**config.mk**
```make
export PLATFORM = sky130hd
export DESIGN_NAME = mac_sequencer
export DESIGN_NICKNAME = d
export VERILOG_FILES = /design/src/rtl/mac_sequencer.sv
export SDC_FILE = /design/constraint.sdc
export NUM_CORES = 1
export LEC_CHECK = 0
export CAP_MARGIN = 25
export CORE_ASPECT_RATIO = 0.75
export CORE_MARGIN = 2
export CORE_UTILIZATION = 27
export CTS_CLUSTER_DIAMETER = 50
export DETAILED_ROUTE_END_ITERATION = 16
export SLEW_MARGIN = 20
export SYNTH_ARGS = -nofsm -noshare
export SYNTH_HDL_FRONTEND = slang
export SYNTH_SLANG_ARGS = --single-unit
```
**constraint.sdc**
```tcl
create_clock -name clk -period 2.4 [get_ports clk]
set_input_delay 0.72 -clock clk [delete_from_list [all_inputs] [get_ports clk]]
set_output_delay 0.72 -clock clk [all_outputs]
set_load 0.05 [all_outputs]
```
**src/rtl/mac_sequencer.sv**
```systemverilog
// rtl/mac_sequencer.sv - dot-product sequencer around a free-running pipelined 8.8 multiplier
// Optional feature macro: MAC_SEQ_SAT_EN (saturating accumulator; wraps when undefined)
module mac_sequencer #(
  parameter int VEC_LEN  = 16,
  parameter int MULT_LAT = 5
) (
  input  logic        clk,
  input  logic        reset,
  input  logic        start,
  input  logic [4:0]  len,
  input  logic        clear,
  output logic        busy,
  input  logic        in_valid,
  output logic        in_ready,
  input  logic [15:0] in_data,
  input  logic [15:0] in_w,
  output logic [15:0] mult_in,
  output logic [15:0] mult_w,
  input  logic [15:0] mult_out,
  output logic        out_valid,
  input  logic        out_ready,
  output logic [15:0] out_data
);

  typedef enum logic [1:0] {
    IDLE  = 2'd0,
    FEED  = 2'd1,
    DRAIN = 2'd2,
    DONE  = 2'd3
  } state_t;

  localparam logic [4:0] VEC_LEN_C = 5'(VEC_LEN);

  state_t          state;
  state_t          state_n;
  logic [4:0]      count;
  logic [15:0]     acc;
  logic [15:0]     acc_next;
  logic [MULT_LAT:0] tags;
  logic [4:0]      len_clamped;
  logic            handshake;
  logic            last_exit;

  assign len_clamped = (len > VEC_LEN_C) ? VEC_LEN_C : len;
  assign handshake   = in_valid && in_ready;
  // The final tagged product is leaving the pipe and nothing issued remains behind it.
  assign last_exit   = tags[MULT_LAT] && (tags[MULT_LAT-1:0] == '0);

  assign busy      = (state != IDLE);
  assign in_ready  = (state == FEED);
  assign out_valid = (state == DONE);
  assign out_data  = out_valid ? acc : 16'h0000;

  // Accumulator adder: saturating on carry-out when enabled, modulo 2^16 otherwise.
`ifdef MAC_SEQ_SAT_EN
  logic [16:0] sum_wide;
  always_comb begin
    sum_wide = {1'b0, acc} + {1'b0, mult_out};
    acc_next = sum_wide[16] ? 16'hFFFF : sum_wide[15:0];
  end
`else
  always_comb begin
    acc_next = acc + mult_out;
  end
`endif

  // State register.
  always_ff @(posedge clk or posedge reset) begin
    if (reset) begin
      state <= IDLE;
    end else begin
      state <= state_n;
    end
  end

  // Next-state logic; clear overrides every other transition, including start.
  always_comb begin
    state_n = state;
    case (state)
      IDLE: begin
        if (start) begin
          state_n = (len == 5'd0) ? DONE : FEED;
        end
      end
      FEED: begin
        if (handshake && (count == 5'd1)) begin
          state_n = DRAIN;
        end
      end
      DRAIN: begin
        if (last_exit) begin
          state_n = DONE;
        end
      end
      DONE: begin
        if (out_ready) begin
          state_n = IDLE;
        end
      end
      default: state_n = IDLE;
    endcase
    if (clear) begin
      state_n = IDLE;
    end
  end

  // Datapath: operand registers, issue-tag shadow pipe, pair count and accumulator.
  always_ff @(posedge clk or posedge reset) begin
    if (reset) begin
      mult_in <= 16'h0000;
      mult_w  <= 16'h0000;
      tags    <= '0;
      count   <= 5'd0;
      acc     <= 16'h0000;
    end else if (clear) begin
      mult_in <= 16'h0000;
      mult_w  <= 16'h0000;
      tags    <= '0;
      count   <= 5'd0;
      acc     <= 16'h0000;
    end else begin
      mult_in <= handshake ? in_data : 16'h0000;
      mult_w  <= handshake ? in_w : 16'h0000;
      tags    <= {tags[MULT_LAT-1:0], handshake};
      if ((state == IDLE) && start) begin
        count <= len_clamped;
        acc   <= 16'h0000;
      end else begin
        if (handshake) begin
          count <= count - 5'd1;
        end
        if (tags[MULT_LAT]) begin
          acc <= acc_next;
        end
      end
    end
  end

endmodule
```
==> After elaboration in Yosys (flattened, before gate mapping) <==
Index checks and enable logic that the tools add are counted.
{ "totals": {"regBits": 61, "inputBits": 59, "out_inout_bits": 51} }
{ "op_classes": {"n_addsub": 2, "order_cmp": 1, "n_eq_ne": 8, "mux": 20, "n_reduce_logical": 11} }
{ "ops": {"columns": ["operator", "count"], "rows": [
  ["$mux 16", 8],
  ["$mux 5", 4],
  ["$add 16x16->16", 1],
  ["$mux 2", 6],
  ["$logic_not 5->1", 2],
  ["$pmux 2 s4", 1],
  ["$mux 6", 1],
  ["$ne 3x2->1 const B", 2],
  ["$ne 3x3->1 const B", 2],
  ["$reduce_bool 3->1", 2],
  ["$eq 5x1->1 const B", 1],
  ["$gt 5x5->1 const B", 1],
  ["$sub 5x1->5 const B", 1],
  ["$eq 2x2->1 const B", 2],
  ["$logic_and 1x1->1", 4],
  ["$reduce_and 4->1", 1],
  ["$eq 2x1->1 const B", 1],
  ["$logic_not 2->1", 1],
  ["$reduce_bool 2->1", 1]
]} }

==> Depth between registers and ports, before layout <==
Gate-level depths: netlist of the first run.
{ "depth": {"depth_word": 6, "mapped_depth": 9, "depth_no_buf": 9} }

==> Least setup slack after synthesis of the first run <==
OpenSTA, ideal clock, no wires.
{ "synth_timing": {"path_type": "input port to flip-flop", "startpoint": "input mult_out[0]", "endpoint": "register acc[12]", "setup_time_ps": 87, "arrival_time_ps": 2331, "required_time_ps": 2313, "slack_ps": -17, "cell_stages": 9, "path_buffers": 0, "path_cell_list": "ha_1 -> inv_1 -> fa_1 -> nor2b_1 -> o31ai_4 -> a211oi_1 -> a211oi_2 -> a211o_2 -> o211ai_1"} }
{ "synth_via": {"elab_chain_len": 4} }
{ "synth_lines": {"columns": ["element", "line", "rtl"], "rows": [
  ["start: declaration", "19", "input logic [15:0] mult_out,"],
  ["$add 16x16->16", "63", "acc_next = acc + mult_out;"],
  ["$mux 16", "132", "if (tags[MULT_LAT]) begin"],
  ["$mux 16", "125", "if ((state == IDLE) && start) begin"],
  ["$mux 16", "115", "end else if (clear) begin"],
  ["end signal: assignment", "133", "acc <= acc_next;"],
  ["end: declaration", "37", "logic [15:0] acc;"]
]} }
No other way between the ends. The select of a mux whose other input is x is not followed.
A chain may end at the register's enable or synchronous reset.

==> Final worst setup path of the first run <==
{ "layout_timing": {"startpoint": "input mult_out[0]", "endpoint": "register acc[10]"} }
Same word-level chain as after synthesis.

==> results of run 1 <==
-- area by class of cell --
class,count,area [sq um],share of cell area
clock buffers,9,225.2,0.03902
clock inverters,7,57.56,0.009972
inverters,16,60.06,0.01041
multi-input cells,248,1991,0.3449
flip-flops and latches,61,1526,0.2645
well taps,166,207.7,0.03599
repair buffers,164,1704,0.2953
-- critical path, cell delays in order --
cell and delay, ps:
sky130_fd_sc_hd__dlygate4sd2_1 230, sky130_fd_sc_hd__ha_2 170, sky130_fd_sc_hd__inv_2 60, sky130_fd_sc_hd__fa_2 230
sky130_fd_sc_hd__nor2b_4 60, sky130_fd_sc_hd__o31ai_4 360, sky130_fd_sc_hd__a211oi_2 130, sky130_fd_sc_hd__a211oi_2 280
sky130_fd_sc_hd__xnor2_1 120, sky130_fd_sc_hd__o31ai_1 220
-- synthesized netlist by cell type (4+ instances only) --
cell type | instances | area share
sky130_fd_sc_hd__clkbuf_1 | 9 | 0.010
sky130_fd_sc_hd__mux2i_1 | 4 | 0.012
sky130_fd_sc_hd__nand3_1 | 12 | 0.018
sky130_fd_sc_hd__nand2b_1 | 4 | 0.0074
sky130_fd_sc_hd__nor2b_1 | 8 | 0.015
sky130_fd_sc_hd__xnor2_1 | 6 | 0.016
sky130_fd_sc_hd__nor2_1 | 21 | 0.023
sky130_fd_sc_hd__o21ai_0 | 9 | 0.013
sky130_fd_sc_hd__nor3b_1 | 4 | 0.0089
sky130_fd_sc_hd__inv_1 | 15 | 0.017
sky130_fd_sc_hd__nor3_1 | 9 | 0.013
sky130_fd_sc_hd__a21oi_1 | 16 | 0.024
sky130_fd_sc_hd__a211o_1 | 4 | 0.010
sky130_fd_sc_hd__and2_1 | 51 | 0.095
sky130_fd_sc_hd__dfrtp_1 | 61 | 0.45
sky130_fd_sc_hd__ha_1 | 22 | 0.082
sky130_fd_sc_hd__buf_2 | 4 | 0.0059
sky130_fd_sc_hd__nand2_1 | 14 | 0.016
sky130_fd_sc_hd__a211oi_1 | 10 | 0.022
-- registers in the layout, summed over array words and instances (netlist names) --
register / count
acc: 16
mult_in: 16
mult_w: 16
tags: 6
count: 5
state: 2
-- power groups by stage --
stage	sequential [uW]	combinational, uW	clock, uW
finish	1150	928	1230
global route	1160	1020	1320
CTS	1150	925	1270
detailed placement	1160	915	0
global placement	1160	902	0
floorplan	1290	391	0
-- routing by layer --
metal,wire (um),global-route usage,share of wire,up-vias
met3,463,0.03771,0.047,8
met4,79,0.04053,0.0080,0
met2,4813,0.2623,0.49,77
li1,-,-,-,1517
met5,0,0,0,-
met1,4509,0.1979,0.46,1507
-- cells by family after synthesis --
group | Yosys count
adders and majority gates | 23
muxes | 4
xor gates and xnor gates | 7
and+or+nand+nor | 142
AOI/OAI and AO/OA | 72
DFF | 61
buffers and inverters | 30
-- cells in the final DEF, fill, tap and decap left out, types with 9 or more instances in the layout --
cell                              instances
sky130_fd_sc_hd__clkdlybuf4s50_1         77
sky130_fd_sc_hd__dfrtp_1                 61
sky130_fd_sc_hd__clkbuf_16                9
sky130_fd_sc_hd__nand2_1                 14
sky130_fd_sc_hd__buf_4                   54
sky130_fd_sc_hd__inv_1                   13
sky130_fd_sc_hd__nand3_1                 12
sky130_fd_sc_hd__and2_1                  50
sky130_fd_sc_hd__ha_4                    13
sky130_fd_sc_hd__a21oi_1                 15
sky130_fd_sc_hd__nor2_1                  20
sky130_fd_sc_hd__buf_12                  19
-- through the flow --
stage | utilization | setup WS (ps)
finish | 0.4724 | 63.59
CTS | 0.4591 | 10.82
global placement | 0.4259 | -515.0
floorplan | - | 34.98
global route | 0.4724 | -41.44
detailed placement | 0.4259 | -569.4
-- path summary, 6_finish.rpt --
check,to,cells after the start
max in group asynchronous,mult_w[11],3
setup reg to reg,acc[10],9
setup / recovery,acc[10],10
hold reg to reg,tags[1],1
hold / removal,tags[1],1
min in group asynchronous,mult_w[3],3
-- repair_timing --
item	CTS	global route
setup buffers	3	0
setup endpoints to repair	24	8
gates resized for setup	30	24
pin swaps	23	13
gates cloned	0	0
==> results.md, run 1 <==
* completed — result of the run
* 133.0 um — die extent in x
* 2 — deepest clock path buffer count
* 2214 uW — internal portion of total power
* register to register — worst hold-check path type
* 330 ps — worst skew pair latency
* 16,350 um — wire length of the first global-routing pass
* 0 — GR Overflow Total
* 428.0 MHz — fmax
* 0 — Max-cap violations
* true — unrepaired setup endpoints after global routing
* 4.633 — DR vias/cell
* 12,220 sq um — standard cell core area
* 0.371 — portion of total power attributed to the clock network
* 5772 sq um — area of all placed cells without fillers
* sky130_fd_sc_hd__dfrtp_1 — dominant register cell in the synthesized netlist
* 0.9735 — fin crit share
* 0.8945 — routability congestion estimate from global placement
* 1.000 — share of flip-flops with an asynchronous set or reset after synthesis
* 547.0 ps — pin slew with the least headroom to its limit
* 0.08763 — share of synthesized cell area in full adder, half adder and majority cells
* 0 — Synth Warn #
* 9.939 sq um — Synth Area per Inst
* 487.7 ps — smallest hold slack
* 110 — # IOs
* 0.002518 uW — leakage power total
* 0 ps — accumulated negative setup slack
* 55 — count of different cell masters after synthesis
* 100.7 um — DIE HEIGHT
* 0 — hold-fix buffers at CTS
* 0.01188 — share of synthesized area spent on multiplexers
* 0.6344 — Worst slew margin
* 0 — residual antenna-violating net count after detailed routing
* simple AND/OR/NAND/NOR gates — combinational family with the most area after synthesis
* 13,400 sq um — area of the die
* 7229 um — DP HPWL
* 9865 um — total wirelength of the detailed-routed design
* 3,109 — vias after detailed routing
* 0.1582 — Synth Area in Compound Gates
* 0.3308 — Sw Share
* 61 — synthesized flop and latch total
* input pin to register — startpoint-to-endpoint class of the critical path
* 3,282 — number of global-route vias before repair
* 0 — DRC errors left
* 582 — Nets
* acc[0] — Reg2Reg Launch Point
* 0.2362 — simple-gate area share of the yosys netlist
* 5204 sq um — Placed Area
* 3369 sq um — synthesized cell area
* tags[0] — startpoint of the tightest hold check path
* 4 — worst-path fanout max
* 653 — Placed Cells
* 1095 uW — Sw Pwr
* 0.280 — share of power burned in combinational logic
* 0 — number of diodes
* 2580 ps — Worst EP arrival
* 35 — Core Rows
* 0.4530 — sequential cell area fraction in the yosys report
* 1,097 — Filler cells
* 671 — number of cells in the finished layout apart from fillers
* 0.2758 — Initial Utilization
* sky130_fd_sc_hd__clkbuf_16 — CTS root buf
* 0 — max-slew violation count
* 573.3 nW/um^2 — power density over the cells
* 7.949 ps — maximum clock skew at final layout
* 62 — pin count of the biggest net entering global routing
* 0.3434 mV — Worst VDD drop
* 3309 uW — total power draw
* 9 — number of buffers inserted during clock tree synthesis
* 270 ps — Worst R2R Setup Slack
* 0.1542 — GRT Util Overall
* 0 — Final Hold Fails
* 339 — post-synthesis instance total
* register — nature of the critical path endpoint
* 186 — drt initial violations
* 14.70 um — detail-routed net length per standard cell
* 2336 ps — post-route minimum period
* 60 ps — clock-pin transition on the worst setup and hold timing paths
* 0.2634 — fraction of final layout cells sized beyond drive strength 1
* 0 — Final setup viols
* 3 — number of H-tree branching levels
* 0 — number of flops mapped to enable cells by yosys
* 0 — antenna violations before repair
* 4 — number of iterations in the first detailed-routing pass
* 2640 ps — required time of the worst setup path
* built — TritonCTS clock tree
* 71.30% — synth-to-layout area growth
* 421 — Syn Nets
* 109 — number of port buffers
* 61 — number of clock sinks
* 0.348 — sequential cell fraction of total power
* input pin — Critical Path Start Type
* mult_out[0] — critical path launch point
* 0.01820 — XOR/XNOR share of the synthesized area
(Power assumes the default switching activity.)
==> run 2, diff against run 1 <==
RECOVER_POWER = 100   (was default)
clock period = 2.95 ns   (was 2.4 ns; I/O delays follow)
==> run 2 against run 1 <==
  * The flow now finishes with violations (max-capacitance violations, max-slew violations)
  * Worst setup slack improved by 64 ps
  * Clock power decreased by 14%
  * Die area did not move
  * Sequential share of layout area increased by 3.7 points
  * First-iteration DRC count shrank 11%
  * Flip-flop and latch count stayed put
  * Clock skew decreased by 4.8 ps
  * Register-to-register slack improved by 520 ps
  * Highest routed layer unchanged
==> results.md, run 2 (synthesis results as in run 1) <==
* acc x16, mult_in x16, mult_w x16 — registers with the most flip-flops
* 5066 sq um — area of all placed cells without fillers
* 0 — number of diodes
* false — unrepaired setup endpoints after global routing
* 1591 ps — pin slew with the least headroom to its limit
* register to primary output — startpoint-to-endpoint class of the critical path
* 0 — DRC errors left
* 100.7 um — DIE HEIGHT
* 320 ps — worst skew pair latency
* 133.0 um — die extent in x
* 6720 um — DP HPWL
* 3 — number of H-tree branching levels
* 0.1437 — GRT Util Overall
* 1 — Max-cap violations
* -0.06092 — Worst slew margin
* max-capacitance violations, max-slew violations — failing checks
* 2 — deepest clock path buffer count
* 0 — number of buffers inserted to repair setup after CTS
* sky130_fd_sc_hd__clkdlybuf4s50_1 — Max stage delay cell, worst path
* 2,929 — vias after detailed routing
* 354.4 MHz — fmax
* 4818 sq um — Placed Area
* 4 — worst-path fanout max
* 13,400 sq um — area of the die
* register — Critical Path Start Type
* 0 ps — accumulated negative setup slack
* -246.6 ps — pre-CTS worst setup slack
* 4 — number of iterations in the first detailed-routing pass
* 559 — Nets
* 9 — number of buffers inserted during clock tree synthesis
* 525.1 nW/um^2 — power density over the cells
* 0.2758 — Initial Utilization
* 2822 ps — post-route minimum period
* 12,220 sq um — standard cell core area
* 62 — max-slew violation count
* 2660 uW — total power draw
* 1940 ps — Worst EP arrival
* 15,150 um — wire length of the first global-routing pass
* 0.2889 mV — Worst VDD drop
* 35 — Core Rows
* register to register — worst hold-check path type
* 128.1 ps — least setup slack across all paths after layout
* 0 — Final Hold Fails
* 8 — FF-to-FF path depth
* 1,197 — Filler cells
* 0.1473 — fraction of final layout cells sized beyond drive strength 1
* sky130_fd_sc_hd__clkbuf_16 — CTS root buf
* 62 — pin count of the biggest net entering global routing
* 0 — post_cts resized
* 165 — drt initial violations
* 60 ps — clock-pin transition on the worst setup and hold timing paths
* 0 — antenna violations before repair
* 14.14 um — detail-routed net length per standard cell
* 0.8779 — routability congestion estimate from global placement
* 9163 um — total wirelength of the detailed-routed design
* 830 ps — critical path's largest stage delay
* built — TritonCTS clock tree
* 4.520 — DR vias/cell
* 0 — residual antenna-violating net count after detailed routing
* 3.099 ps — maximum clock skew at final layout
* 0 — hold-fix buffers at CTS
* 2,956 — number of global-route vias before repair
* primary output — nature of the critical path endpoint
* 0.002357 uW — leakage power total
* 0 — Final setup viols
* 109 — number of port buffers
* 1 — number of stages on the worst hold path
* inv_1 -> ha_1 -> clkdlybuf4s50_1 — critical-path cell list
* 50.35% — synth-to-layout area growth
* 2070 ps — required time of the worst setup path
* 61 — number of clock sinks
* sky130_fd_sc_hd__dfrtp_1 — most frequent standard cell in the layout excluding fill and tap cells
* 61 x sky130_fd_sc_hd__dfrtp_1, 55 x sky130_fd_sc_hd__clkdlybuf4s50_1, 36 x sky130_fd_sc_hd__dlygate4sd3_1, 36 x sky130_fd_sc_hd__buf_4, 27 x sky130_fd_sc_hd__and2_1 — highest-count cells in the layout ignoring fill and taps
* finished with violations — result of the run
* 0.4146 — core occupancy in the finished layout
* 0.9566 — fin crit share
* 0 — GR Overflow Total
* 110 — # IOs
[run 2: cell count changes in the layout (fill, tap and decap cells not counted), moves of 4 or more]
cell	before	now
sky130_fd_sc_hd__a211oi_2	6	2
sky130_fd_sc_hd__dlygate4sd2_1	7	0
sky130_fd_sc_hd__clkbuf_1	0	4
sky130_fd_sc_hd__and2_1	50	27
sky130_fd_sc_hd__a211oi_1	6	10
sky130_fd_sc_hd__dlygate4sd3_1	0	36
sky130_fd_sc_hd__clkdlybuf4s50_1	77	55
sky130_fd_sc_hd__clkbuf_2	0	9
sky130_fd_sc_hd__buf_4	54	36
sky130_fd_sc_hd__buf_12	19	0
sky130_fd_sc_hd__ha_4	13	0
sky130_fd_sc_hd__and2_0	0	24
sky130_fd_sc_hd__ha_1	7	22
sky130_fd_sc_hd__dlymetal6s2s_1	6	0
[run 2: worst paths after layout]
check / startpoint / slack [ps] / end
hold reg to reg: tags[0] / 480 / tags[1]
hold / removal: tags[0] / 480 / tags[1]
min in group asynchronous: reset / 1560 / acc[10]
setup reg to reg: acc[1] / 790 / acc[9]
max in group asynchronous: reset / 420 / acc[4]
setup / recovery: state[1] / 130 / in_ready
[run 2: critical path, delay by kind of cell, from the launching register on]
kind	cells	cell delay, ps
buffers and inverters	2	960
flip-flops	1	390
adder cells (fa/ha/maj)	1	260
[run 2: where the power goes]
group	internal [uW]	switching [uW]
Clock	656	407
Combinational	255	411
Sequential	897	34.0
[run 2: per-layer routing]
| metal | vias to the layer above | global-route usage | part of all wire |
|---|---|---|---|
| li1 | 1470 | - | - |
| met1 | 1372 | 0.2031 | 0.48 |
| met2 | 80 | 0.2228 | 0.46 |
| met3 | 7 | 0.03620 | 0.053 |
| met4 | 0 | 0.03143 | 0.0082 |
| met5 | - | 0 | 0 |
[run 2: layout make-up]
cell class	count	area, sq um	share of cell area
Tap cell	166	207.7	0.04100
Clock buffer	9	225.2	0.04446
Inverter	16	60.06	0.01185
Timing Repair Buffer	141	1249	0.2465
Sequential cell	61	1526	0.3013
Multi-Input combinational cell	248	1723	0.3401
Clock inverter	7	75.07	0.01482
[run 2: per-stage QoR]
step,cells,hold WS (ps)
CTS,648,492.6
global placement,632,475.0
finish,648,484.4
floorplan,339,454.7
detailed placement,632,475.9
global route,648,512.4
